**src/rtl/uart_arb_pkg.sv**
```systemverilog
// Shared types and sizes for the UART transmit arbiter.
package uart_arb_pkg;

  localparam int unsigned NREQ_DEFAULT = 3;
  localparam int unsigned BYTE_W       = 8;
  localparam int unsigned COUNT_W      = 32;

  typedef enum logic [1:0] {
    ST_IDLE = 2'd0,
    ST_ARM  = 2'd1,
    ST_WAIT = 2'd2
  } arb_state_e;

endpackage

```
**src/rtl/rr_pick.sv**
```systemverilog
// Round-robin picker: first set bit of mask searching upward from last+1, wrapping.
module rr_pick
  import uart_arb_pkg::*;
#(
  parameter int unsigned N  = NREQ_DEFAULT,
  parameter int unsigned IW = (N > 1) ? $clog2(N) : 1
) (
  input  logic [N-1:0]  mask,
  input  logic [IW-1:0] last,
  output logic [N-1:0]  onehot,
  output logic [IW-1:0] idx,
  output logic          found
);

  // Walk offsets 1..N from last; constant bit indices keep the select width-clean.
  always_comb begin
    onehot = '0;
    idx    = '0;
    found  = 1'b0;
    for (int unsigned off = 0; off < N; off++) begin
      for (int unsigned i = 0; i < N; i++) begin
        if (!found && mask[i] && (((32'(last) + 32'd1 + off) % N) == i)) begin
          found     = 1'b1;
          idx       = IW'(i);
          onehot[i] = 1'b1;
        end
      end
    end
  end

endmodule

```
**src/rtl/uart_tx_arbiter.sv**
```systemverilog
// Shares one UART transmitter between NREQ byte producers with round-robin
// arbitration and an optional per-requester lock for multi-byte words.
module uart_tx_arbiter
  import uart_arb_pkg::*;
#(
  parameter int unsigned NREQ = NREQ_DEFAULT
) (
  input  logic                     clk,
  input  logic                     rstn,
  input  logic [NREQ-1:0]          req_valid,
  input  logic [BYTE_W*NREQ-1:0]   req_data,
  input  logic [NREQ-1:0]          req_lock,
  output logic [NREQ-1:0]          req_ready,
  output logic [BYTE_W-1:0]        tx_data,
  output logic                     tx_start,
  input  logic                     tx_busy,
  output logic [NREQ-1:0]          grant,
  output logic                     busy,
  output logic [COUNT_W-1:0]       byte_count
);

  localparam int unsigned IW = (NREQ > 1) ? $clog2(NREQ) : 1;

  arb_state_e        state;
  logic [IW-1:0]     last;
  logic [IW-1:0]     owner;
  logic              locked;

  logic [NREQ-1:0]   owner_oh;
  logic [NREQ-1:0]   elig;
  logic [NREQ-1:0]   pick_oh;
  logic [IW-1:0]     pick_idx;
  logic              pick_found;
  logic [BYTE_W-1:0] pick_byte;
  logic              pick_lock;
  logic              owner_lock;
  logic              owner_valid;
  logic              accept;
  logic              abandon;

  // Decode the lock owner index to a one-hot mask.
  always_comb begin
    owner_oh = '0;
    for (int unsigned i = 0; i < NREQ; i++) begin
      owner_oh[i] = (owner == IW'(i));
    end
  end

  // While locked only the owner may be picked.
  assign elig = locked ? (req_valid & owner_oh) : req_valid;

  rr_pick #(
    .N  (NREQ),
    .IW (IW)
  ) u_pick (
    .mask   (elig),
    .last   (last),
    .onehot (pick_oh),
    .idx    (pick_idx),
    .found  (pick_found)
  );

  // Mux out the chosen requester's byte.
  always_comb begin
    pick_byte = '0;
    for (int unsigned i = 0; i < NREQ; i++) begin
      if (pick_oh[i]) pick_byte = req_data[i*BYTE_W +: BYTE_W];
    end
  end

  assign pick_lock   = |(req_lock & pick_oh);
  assign owner_lock  = |(req_lock & owner_oh);
  assign owner_valid = |(req_valid & owner_oh);

  // Accept only in IDLE with the transmitter quiet; owner giving up the lock frees the bus.
  assign accept    = (state == ST_IDLE) && !tx_busy && pick_found;
  assign abandon   = (state == ST_IDLE) && locked && !owner_lock && !owner_valid;
  assign req_ready = accept ? pick_oh : '0;
  assign busy      = (state != ST_IDLE) || tx_busy;

  // Arbitration FSM: IDLE accepts a byte, ARM pulses start, WAIT rides out tx_busy.
  always_ff @(posedge clk or negedge rstn) begin
    if (!rstn) begin
      state      <= ST_IDLE;
      last       <= IW'(NREQ - 1);
      owner      <= '0;
      locked     <= 1'b0;
      tx_data    <= '0;
      tx_start   <= 1'b0;
      grant      <= '0;
      byte_count <= '0;
    end else begin
      tx_start <= 1'b0;
      case (state)
        ST_IDLE: begin
          if (accept) begin
            state    <= ST_ARM;
            tx_data  <= pick_byte;
            tx_start <= 1'b1;
            last     <= pick_idx;
            owner    <= pick_idx;
            locked   <= pick_lock;
            grant    <= pick_oh;
          end else if (abandon) begin
            locked <= 1'b0;
            grant  <= '0;
          end
        end
        ST_ARM: begin
          byte_count <= byte_count + 32'd1;
          state      <= ST_WAIT;
        end
        ST_WAIT: begin
          if (!tx_busy) begin
            state <= ST_IDLE;
            if (!locked) grant <= '0;
          end
        end
        default: state <= ST_IDLE;
      endcase
    end
  end

endmodule
```
**config.mk**
```make
export PLATFORM = sky130hd
export DESIGN_NAME = uart_tx_arbiter
export DESIGN_NICKNAME = d
export VERILOG_FILES = /design/src/rtl/uart_arb_pkg.sv /design/src/rtl/rr_pick.sv /design/src/rtl/uart_tx_arbiter.sv
export SDC_FILE = /design/constraint.sdc
export NUM_CORES = 1
export LEC_CHECK = 0
export ABC_AREA = 0
export BUFFER_PORTS_ARGS = -buffer_cell sky130_fd_sc_hd__buf_2
export CELL_PAD_IN_SITES_DETAIL_PLACEMENT = 2
export CELL_PAD_IN_SITES_GLOBAL_PLACEMENT = 2
export CORE_UTILIZATION = 31
export CTS_CLUSTER_SIZE = 20
export DETAILED_ROUTE_END_ITERATION = 6
export GPL_TIMING_DRIVEN = 0
export PLACE_DENSITY_LB_ADDON = 0.1
export SYNTH_ARGS = -nofsm -noshare
export SYNTH_HDL_FRONTEND = slang
export SYNTH_HIERARCHICAL = 1
export SYNTH_SLANG_ARGS = --single-unit
```
**constraint.sdc**
```tcl
create_clock -name clk -period 3.04 [get_ports clk]
set_input_delay 0.304 -clock clk [delete_from_list [all_inputs] [get_ports clk]]
set_output_delay 0.304 -clock clk [all_outputs]
set_load 0.005 [all_outputs]
```
After elaboration in Yosys (flattened, before gate mapping)
Cells that the tools add are included.

Register bits after elaboration: 51. Input port bits: 33. Logic and storage cells: 123.

Add/subtract/negate cells: 4. Divide/modulo/power cells: 3. Equality and inequality tests: 14. Mux-type cells: 42. Bitwise operators: 3. Reductions and logical operators: 49.

Operator list (count): == test 32 x 1 -> 1 bit (second input constant) (3); == test 32 x 2 -> 1 bit (second input constant) (3); logical NOT 32 bit (3); modulo 32 x 2 -> 32 bit (second input constant) (3); adder 32 x 1 -> 32 bit (second input constant) (2); adder 32 x 2 -> 32 bit (second input constant) (1); 2-to-1 mux 8 bit (3); logical AND 1 bit (22); 2-to-1 mux 1 bit (22); 2-to-1 mux 2 bit (9); 2-to-1 mux 3 bit (6); logical NOT 1 bit (11); AND 3 bit (3); OR reduction 3 bit (3); != test 2 bit (second input constant) (3); one-hot mux 2 bit (3 select lines) (1); one-hot mux 3 bit (2 select lines) (1); AND reduction 2 bit (3); nonzero test 2 bit (3); == test 2 x 1 -> 1 bit (second input constant) (2); == test 2 bit (second input constant) (2); logical NOT 2 bit (2); AND reduction 4 bit (1); adder 2 x 1 -> 3 bit (second input constant) (1); other kinds (2) (2).

Depth between registers and ports, before layout
Depth after elaboration: 40. Gate-level depth with buffers: 9. Mapped depth without buffers: 9.

Cells and area by module
The synthesis kept the hierarchy.

By module, submodules not included: uart_tx_arbiter (instances 1, cells an instance 231, area an instance 2436.1 um^2, seq. area each 1252.5 um^2); rr_pick (instances 1, cells an instance 20, area an instance 143.9 um^2, seq. area each 0.0 um^2).

Worst setup path before layout
No wires, ideal clock.

Path kind: register -> output. From: reg last[0]. To: out req_ready[2]. Arrival: 1991 ps. Required time: 2736 ps. Path slack: 745 ps. Cell stages (with the launch flop): 7. Cell sequence: dfrtp_1 inv_1 ha_1 nand2b_1 a2111oi_2 clkbuf_1 and2_1.

Elaborated cells on any way between the ends: 54. Those cells by class: add/sub: 3; div: 3; eq/ne: 6; mux: 13; reduce/logical: 29.

RTL lines: start, declared (line uart_tx_arbiter.sv:25) `logic [IW-1:0] last;`; start signal, assigned (line uart_tx_arbiter.sv:85) `last <= IW'(NREQ - 1);`; start signal, assigned (line uart_tx_arbiter.sv:100) `last <= pick_idx;`; adder 2 x 1 -> 3 bit * (line rr_pick.sv:22) `if (!found && mask[i] && (((32'(last) + 32'd1 + off) % N) == i)) begin`; branches (longest 35 deep; another with adder 32 x 1 -> 32 bit); 2-to-1 mux 1 bit * (line rr_pick.sv:22); net pick_oh[2] (line uart_tx_arbiter.sv:31) `logic [NREQ-1:0] pick_oh;`; 2-to-1 mux 3 bit * (line uart_tx_arbiter.sv:78) `assign req_ready = accept ? pick_oh : '0;`; end, declared (line uart_tx_arbiter.sv:13) `output logic [NREQ-1:0] req_ready,`.

Mark *: on every way through the listed nets, which the timed path passes.

Worst setup path after layout
From: reg last[0]. To: out req_ready[0].

Word-level cells in the longest chain between the ends: 39. Elaborated cells on any way between the ends: 53. Those cells by class: add/sub: 3; div: 3; eq/ne: 6; mux: 12; reduce/logical: 29.

RTL lines: adder 2 x 1 -> 3 bit * (line rr_pick.sv:22); branches (longest 35 deep; another with adder 32 x 1 -> 32 bit); 2-to-1 mux 1 bit * (line rr_pick.sv:22); net pick_found (line uart_tx_arbiter.sv:33) `logic pick_found;`; logical AND 1 bit * (line uart_tx_arbiter.sv:76) `assign accept = (state == ST_IDLE) && !tx_busy && pick_found;`; 2-to-1 mux 3 bit * (line uart_tx_arbiter.sv:78).

Marks and branches as above.

==> impl_metrics.env <==
export IMPL_final_util_pct=41.1
export IMPL_vdd_drop_max_v=0.000296
export IMPL_critPathMaxStageDelay_ns=0.47
export IMPL_cp_start_kind="flop"
export IMPL_grt_total_usage_pct=17.6
export IMPL_viasPerCell=5.15
export IMPL_gp_congestion=0.714
export IMPL_place_ws_ns=0.0420
export IMPL_die_area_um2=8690
export IMPL_first_iter_violations=60
export IMPL_hold_buffers=0
export IMPL_dpl_cell_area_um2=3110
export IMPL_cts_buffer_depth=2
export IMPL_first_global_vias=2408
export IMPL_synth_top_cell_by_area="dfrtp_1"
export IMPL_nFillCells=891
export IMPL_cts_setup_buffers=0
export IMPL_async_flop_share_pct=100
export IMPL_syn_inst=251
export IMPL_slew_headroom_pct=23.3
export IMPL_ys_seq_elements=50
export IMPL_cts_sinks=50
export IMPL_ys_seq_area_share_pct=48.5
export IMPL_grt_first_pass_wirelength_um=12100
export IMPL_synth_top_cell_area_share_pct=47.5
export IMPL_synthTopCellsByArea="dfrtp_1 (48%), xnor2_1 (6.5%), nand2_1 (5.1%)"
export IMPL_synth_warnings=6
export IMPL_crit_required_ns=2.74
export IMPL_antenna_found_initial=0
export IMPL_syn2layout_area_growth_pct=25.8
export IMPL_syn_nets=287
export IMPL_use_met2_pct=30.9
export IMPL_row_count=32
export IMPL_critPathBufInv=3
export IMPL_placed_cells=433
export IMPL_cts_made_buffers=5
export IMPL_timing_final_hold_violations=0
export IMPL_p_int_mw=1.40
export IMPL_critical_path_top_delay_family="simple AND/OR/NAND/NOR gates"
export IMPL_p_clk_share_pct=22.3
export IMPL_swShare_pct=37.0
export IMPL_synth_edf_count=0
export IMPL_worst_slack_ns=0.195
export IMPL_drive_gt1_share_pct=31.1
export IMPL_finalClockSkew_ns=0.0138
export IMPL_clock_tree_root_cell="clkbuf_8"
export IMPL_p_comb_share_pct=36.4
export IMPL_stdcell_area_um2=3250
export IMPL_powerDensity_nw_per_um2=684
export IMPL_wl_um=7130
export IMPL_grt_max_degree=51
export IMPL_pin_count=81
export IMPL_yosys_cell_types_count=47
export IMPL_ff_latch_area_um2=1250
export IMPL_seqPwrFrac_pct=41.4
export IMPL_crit_chain="inv_1 > ha_1 > nor3_2 > nor2_1 > nand3b_1 > inv_1 > and2_1 > buf_2"
export IMPL_start_util_pct=32.7
export IMPL_hold_slack_ns=0.226
export IMPL_syn_cell_area_um2=2580
export IMPL_path_class="reg2out"
export IMPL_grt_overflow=0
export IMPL_vias=2268
export IMPL_layout_nets=374
export IMPL_gr_max_usage_layer="met2"
export IMPL_drt_pass1_iterations=4
export IMPL_diodes=0
export IMPL_drv_cap=0
export IMPL_max_freq_mhz=351
export IMPL_synthTopCellsByCount="dfrtp_1 (49), nand2_1 (35), xnor2_1 (19)"
export IMPL_multi_input_area_um2=1290
export IMPL_hpwlAfterDp_um=5450
export IMPL_worstSkewPairLatency_ns=0.31
export IMPL_cts_tree="yes"
export IMPL_grt_met3_usage_pct=4.31
export IMPL_power_switching_mw=0.821
export IMPL_period_share_pct=93.6
export IMPL_use_met1_pct=21.7
export IMPL_slew_viol_final=0
export IMPL_end_kind="output port"
export IMPL_wl_per_cell_um=16.2
export IMPL_slowest_stage="dfrtp_1"
export IMPL_p_total_mw=2.22
export IMPL_die_w_um=93.2
export IMPL_fp_coreArea_um2=7890
export IMPL_drcViolationCount=0
export IMPL_worst_slew_pin_slew_ns=1.15
export IMPL_layoutNonFillerInstCount=440
export IMPL_min_period_ns=2.85
export IMPL_status="finished, final reports clean"
export IMPL_p_leak_nw=1.63
export IMPL_rsz0062_at_grt="no"
export IMPL_clkTransAtPathRegs_ns=0.10
export IMPL_setup_viol=0
export IMPL_ant_nets=0
export IMPL_avgSynthCellArea_um2=10.3
export IMPL_synth_most_common_cell="dfrtp_1"
export IMPL_setup_tns_final_ns=0
export IMPL_ys_flop_type="dfrtp_1"
export IMPL_hp_class="in2async"
export IMPL_ctsHtreeMaxLevel=2
export IMPL_critPathMostFrequentCell="inv_1"
export IMPL_cp_arrival_ns=2.54
export IMPL_die_y_um=93.2
export IMPL_critPathMaxFanout=8
export IMPL_io_buffer_count=80
==> area by class of cell <==
class                   count  share of cell area, %
plain buffers               7                   1.20
clock buffers               6                   2.54
clock inverters             1                  0.925
inverters                   7                  0.810
multi-input cells         187                   39.7
flip-flops and latches     50                   38.6
well taps                 102                   3.93
repair buffers             80                   12.3
==> layer usage <==
layer  routed length, um  up-vias
met1                3110     1133
met5                   0        -
met4                  66        0
met2                3560       62
li1                    -     1066
met3                 399        7
==> repair_timing <==
| action | CTS | global route |
|---|---|---|
| cloned | 0 | 0 |
| pin swaps | 0 | 1 |
| resized for setup | 4 | 4 |
| endpoints found under the hold margin | 0 | 0 |
| endpoints found under the setup margin | 2 | 3 |
==> layout by cell type, fill, tap and decap left out, types with 2 or more instances in the layout <==
cell type and n:
nor4_4 2, o21ai_0 5, and4_1 3, xnor2_1 19, a221oi_1 8, nand4_1 9
nand3_1 9, ha_1 3, xor2_1 12, nor2b_1 9, and2_1 5, nand2b_1 6
o31ai_1 9, buf_2 81, nand2_1 35, nor2_1 8, and3_1 3, and4b_1 3
inv_1 7, nor3_1 10, dfrtp_1 49, a21oi_1 3, clkbuf_8 6, nand3b_1 3
o32ai_1 2, clkbuf_1 3
==> cell families after synthesis <==
logic type / Yosys count / synth area share [%]
and+or+nand+nor: 116 / 26.0
buffers and inverters: 14 / 2.38
AOI/OAI and AO/OA: 36 / 10.7
DFF: 50 / 48.5
muxes: 1 / 0.436
adders and majority gates: 3 / 1.46
xor gates and xnor gates: 31 / 10.5
==> power groups by stage <==
stage                     sequential [mW]  clock (mW)  combinational [mW]
after floorplan                     0.910           0               0.488
after global placement              0.919           0               0.781
after detailed placement            0.932           0               0.803
after CTS                           0.920       0.509               0.823
after global routing                0.944       0.532               0.911
final                               0.918       0.494               0.807
==> flip-flops by register name, summed over array words and instances (netlist names) <==
| signal | cells |
|---|---|
| grant | 3 |
| byte_count | 32 |
| locked | 1 |
| tx_data | 8 |
| tx_start | 1 |
| state | 2 |
| owner | 1 |
| last | 2 |
==> worst paths after layout <==
kind                                             from                         end  slack [ns]  cells past startpoint
max                               last[0]$_DFFE_PN0P_                req_ready[0]        0.19                      8
min                                              rstn  byte_count[27]$_DFFE_PN0N_        0.23                      1
max reg2reg                       last[0]$_DFFE_PN0P_        grant[1]$_DFFE_PN0P_        0.61                      9
min reg2reg                byte_count[31]$_DFFE_PN0N_  byte_count[31]$_DFFE_PN0N_        0.47                      1
max in group asynchronous                        rstn   byte_count[9]$_DFFE_PN0N_        2.11                      1
min in group clk                              tx_busy        state[1]$_DFFE_PN0P_        0.28                      3
(Power assumes the default switching activity.)
